**src/rtl/fp_mul_norm_round.sv**
```systemverilog
// rtl/fp_mul_norm_round.sv - normalise/round stage after the 24x24 mantissa multiplier, 2-stage valid/ready pipe.
// FPMUL_RNE_EN selects round-to-nearest-even; without it the stage truncates toward zero.
module fp_mul_norm_round #(
  parameter int EXP_W  = 10,
  parameter int FLAG_W = 3
) (
  input  logic              clk,
  input  logic              rst,
  input  logic              in_valid,
  output logic              in_ready,
  input  logic [47:0]       product,
  input  logic [EXP_W-1:0]  exp_sum,
  input  logic              sign,
  output logic              out_valid,
  input  logic              out_ready,
  output logic [31:0]       result,
  output logic [FLAG_W-1:0] flags
);

  // Two guard bits: normalise can add 1 and the rounding carry another 1.
  localparam int E_W = EXP_W + 2;
  localparam logic signed [E_W-1:0] E_MAX = E_W'(255);
  localparam logic signed [E_W-1:0] E_MIN = E_W'(0);

  logic                  s1_valid;
  logic                  s2_valid;
  logic                  s1_adv;
  logic [22:0]           s1_m;
  logic                  s1_g;
  logic                  s1_s;
  logic                  s1_zero;
  logic                  s1_sign;
  logic signed [E_W-1:0] s1_e;

  logic [22:0]           n_m;
  logic                  n_g;
  logic                  n_s;
  logic signed [E_W-1:0] n_e;

  logic [22:0]           mr;
  logic signed [E_W-1:0] e_r;
  logic [31:0]           nx_result;
  logic [FLAG_W-1:0]     nx_flags;

  logic [31:0]           result_q;
  logic [FLAG_W-1:0]     flags_q;

  assign s1_adv    = !s2_valid || out_ready;
  assign in_ready  = !s1_valid || s1_adv;
  assign out_valid = s2_valid;
  assign result    = result_q;
  assign flags     = flags_q;

  // Stage 1: pick the 23 fraction bits below the leading one.
  always_comb begin
    n_m = product[45:23];
    n_g = product[22];
    n_s = |product[21:0];
    n_e = {{2{exp_sum[EXP_W-1]}}, exp_sum};
    if (product[47]) begin
      n_m = product[46:24];
      n_g = product[23];
      n_s = |product[22:0];
      n_e = {{2{exp_sum[EXP_W-1]}}, exp_sum} + E_W'(1);
    end
  end

`ifdef FPMUL_RNE_EN
  logic up;
  logic carry;
  assign up          = s1_g && (s1_s || s1_m[0]);
  assign {carry, mr} = {1'b0, s1_m} + {23'b0, up};
  assign e_r         = s1_e + {{(E_W-1){1'b0}}, carry};
`else
  assign mr  = s1_m;
  assign e_r = s1_e;
`endif

  // Stage 2: exception checks on the rounded exponent, then pack.
  always_comb begin
    nx_result = {s1_sign, e_r[7:0], mr};
    nx_flags  = FLAG_W'({2'b00, s1_g | s1_s});
    if (s1_zero) begin
      nx_result = {s1_sign, 31'h0};
      nx_flags  = FLAG_W'(3'b000);
    end else if (e_r >= E_MAX) begin
      nx_result = {s1_sign, 8'hFF, 23'h0};
      nx_flags  = FLAG_W'(3'b101);
    end else if (e_r <= E_MIN) begin
      nx_result = {s1_sign, 31'h0};
      nx_flags  = FLAG_W'(3'b011);
    end
  end

  always_ff @(posedge clk) begin
    if (rst) begin
      s1_valid <= 1'b0;
      s2_valid <= 1'b0;
      result_q <= 32'h0;
      flags_q  <= '0;
    end else begin
      if (in_ready) begin
        s1_valid <= in_valid;
      end
      if (s1_adv) begin
        s2_valid <= s1_valid;
        if (s1_valid) begin
          result_q <= nx_result;
          flags_q  <= nx_flags;
        end
      end
    end
  end

  // Datapath registers need no reset; s1_valid qualifies them.
  always_ff @(posedge clk) begin
    if (in_ready && in_valid) begin
      s1_m    <= n_m;
      s1_g    <= n_g;
      s1_s    <= n_s;
      s1_e    <= n_e;
      s1_zero <= (product == 48'h0);
      s1_sign <= sign;
    end
  end

endmodule

```
**config.mk**
```make
export PLATFORM = sky130hd
export DESIGN_NAME = fp_mul_norm_round
export DESIGN_NICKNAME = d
export VERILOG_FILES = /design/src/rtl/fp_mul_norm_round.sv
export SDC_FILE = /design/constraint.sdc
export NUM_CORES = 1
export LEC_CHECK = 0
export CAP_MARGIN = 20
export CORE_MARGIN = 1.5
export CORE_UTILIZATION = 49
export DETAILED_ROUTE_END_ITERATION = 12
export PLACE_DENSITY = 0.85
export SLEW_MARGIN = 40
export SYNTH_ARGS = -nofsm -noshare
export SYNTH_HDL_FRONTEND = slang
export SYNTH_SLANG_ARGS = --single-unit
```
**constraint.sdc**
```tcl
create_clock -name clk -period 5.59 [get_ports clk]
set_clock_uncertainty 0.1 [all_clocks]
set_input_delay 1.118 -clock clk [delete_from_list [all_inputs] [get_ports clk]]
set_output_delay 1.118 -clock clk [all_outputs]
set_load 0.01 [all_outputs]
```
==> impl_metrics.py <==
metrics = {
    "run_status": {
        "status": "finished clean",
    },
    "global_route": {
        "gr-usage-met2": 0.338,
        "use_met3": 0.0444,
        "grt-busiest-layer": "met2",
        "grt_usage": 0.206,
        "first_global_vias": 2212,
        "antenna_found_initial": 0,
        "gr-total-overflow": 0,
        "met1_usage": 0.250,
        "grt_pass1_wl_mm": 10.2,
        "grt_max_degree": 39,
    },
    "timing": {
        "final_hold_viol_count": 0,
        "whs_ps": 360,
        "final.setup.tns_ps": 0,
        "slew_violations": 0,
        "fmax_mhz": 272,
        "setup_viol": 0,
        "period_share": 0.658,
        "relSlewSlack": 0.531,
        "rsz0062_at_grt": "false",
        "fin_crit_ps": 3680,
        "tightestPinTransition_ps": 703,
    },
    "synth": {
        "ys_ff_latch": 75,
        "synthMuxAreaShare": 0.0923,
        "synth_xor_area_frac": 0.0258,
        "ys.warnings.count": 0,
        "synth-async-reset-ratio": 0,
        "avgSynthCellArea_um2": 13.6,
        "synth_nets": 289,
        "synthCells": 225,
        "synth-simple-area-share": 0.121,
        "synth_compound_area_frac": 0.120,
        "synth_enable_flop_cells": 38,
        "ys_types": 42,
        "synth_fa_ha_area_frac": 0.00410,
        "ys.flop_type": "edfxtp_1",
        "synth_top_family_by_area": "simple AND/OR/NAND/NOR gates",
        "syn_area_um2": 3050,
        "yosysSeqAreaShare": 0.617,
    },
    "layout": {
        "regArea_um2": 1880,
        "post-route-util": 0.720,
        "n_antenna_cell": 0,
        "nets": 393,
        "multi_input_comb_area_um2": 1110,
        "fin_area_um2": 4290,
        "fillerInstances": 432,
        "syn_to_final_growth_pct": 40.5,
        "drive_gt1_frac": 0.165,
    },
    "placed_design": {
        "gp_congestion": 0.801,
        "dpl-instance-area_um2": 4110,
        "port-buffer-count": 99,
        "dp_hpwl_mm": 4.80,
    },
    "clocking": {
        "cts_buffer_depth": 2,
        "clock_latency_ps": 340,
        "cts_hold_buf": 0,
        "cts_made_buffers": 9,
        "cts_setup_buffers": 0,
        "cts_resized": 0,
        "path_clk_slew_ps": 70,
        "htree_levels": 3,
        "clock_sinks": 75,
        "cts_root_buf": "clkbuf_8",
        "cts_tree": "yes",
    },
    "critical_path": {
        "end_kind": "output pin",
        "cp-startpoint": "out_ready",
        "worst_setup_path_start_kind": "input port",
        "r2r_start": "e_r[4]",
        "worstSetupPathType": "input port to output pin",
        "cp_data_required_time_ps": 4370,
        "crit_fanout": 4,
        "arrival_ps": 2460,
    },
    "power": {
        "finalPower_w": 0.00112,
        "p_leak_nw": 1.49,
        "p_per_area_nw_per_um2": 260,
        "peakVddDrop_v": 0.000180,
    },
    "worst_hold_path": {
        "hold_class": "register to register",
        "holdCritStartpoint": "mr[15]",
    },
    "routing": {
        "drc": 0,
        "drtIter0Drc": 117,
        "first_pass_iters": 4,
        "wl_per_cell_um": 15.6,
        "vias": 2246,
        "vias_per_cell": 5.49,
        "antenna_left": 0,
        "routed_wl_mm": 6.39,
    },
    "floorplan": {
        "rows": 28,
        "start_util": 0.512,
        "ios": 100,
        "core_um2": 5960,
        "dieArea_um2": 6710,
        "die_w_um": 81.9,
        "dieHeight_um": 81.9,
    },
    "run": {
        "maxCapViolCount": 0,
    },
}
## per-layer routing
metal  wire length, um  vias up  part of all wire
li1                  -     1092                 -
met4               142        0             0.022
met2              3200       83              0.50
met3               421       17             0.066
met5                 0        -                 0
met1              2630     1054              0.41
## per-stage QoR
step	instances	worst slack [ps]
2_1_floorplan	225	2830
3_3_place_gp	392	1950
3_5_place_dp	393	1960
4_1_cts	409	1940
5_1_grt	409	1830
6_report	409	1910
## worst max-delay path, cell delays in order
cell             delay [ps]
clkdlybuf4s50_1         420
nor2b_1                 270
nand2_1                 140
clkdlybuf4s50_1         500
## logic make-up (layout without fill, tap and decap cells)
logic type / after synthesis / after routing
xor+xnor: 9 / 9
fa+ha+maj: 1 / 1
mux: 25 / 25
simple gates: 58 / 58
buf+inv: 10 / 119
flops: 75 / 75
compound gates: 47 / 47
## cell type report
class	count	area share
flip-flops and latches	75	0.439
multi-input cells	140	0.260
repair buffers	102	0.236
clock buffers	14	0.0403
well taps	75	0.0219
clock inverters	2	0.00233
inverters	1	0.000875
## registers in the layout, summed over array words and instances, names as in the netlist
register / flops
flags: 3
s1_sign: 1
s1_s: 1
out_valid: 1
s1_zero: 1
e_r: 11
mr: 23
s1_valid: 1
result: 32
s1_g: 1
## synth_stat cells (2+ instances only)
library cell,count,area share
nand4_1,6,0.012
edfxtp_1,38,0.37
a22o_1,20,0.057
o21ai_0,5,0.0082
buf_1,3,0.0037
nor4_4,2,0.014
a21oi_1,9,0.015
mux2_2,25,0.092
nand3_1,5,0.0082
clkbuf_1,3,0.0037
buf_6,2,0.0074
nand2_1,11,0.014
xor2_1,2,0.0057
nor4_1,10,0.021
a22o_2,3,0.0098
or4_1,2,0.0049
xnor2_1,7,0.020
a221o_1,4,0.013
dfxtp_1,37,0.24
nor2_1,9,0.011
## placed cells by master (no fill, tap or decap), types with 2 or more instances in the layout
cell type / instances
a21oi_1: 8
a221o_1: 4
a22o_1: 20
a22o_2: 3
buf_4: 3
clkbuf_1: 2
clkbuf_8: 12
clkdlybuf4s50_1: 99
clkinv_2: 2
dfxtp_1: 37
edfxtp_1: 38
mux2_2: 25
nand2_1: 11
nand3_1: 5
nand4_1: 6
nor2_1: 9
nor4_1: 10
nor4_4: 2
o21ai_0: 5
or4_1: 2
xnor2_1: 7
xor2_1: 2
## final timing paths
| path | to | slack [ps] | cells after the start |
|---|---|---|---|
| worst max-delay path | in_ready | 1910 | 4 |
| worst min register to register | result[15] | 360 | 1 |
| worst min-delay path | result[15] | 360 | 1 |
| worst max register to register | result[1] | 3410 | 5 |
## power by group
part | internal [W] | switching, W | leakage, nW | total, W
sequential | 0.000606 | 0.0000119 | 0.669 | 0.000618
clock | 0.000197 | 0.000179 | 0.0965 | 0.000376
combinational | 0.0000731 | 0.0000488 | 0.721 | 0.000122
No activity file was read; power rests on OpenSTA's default activity.
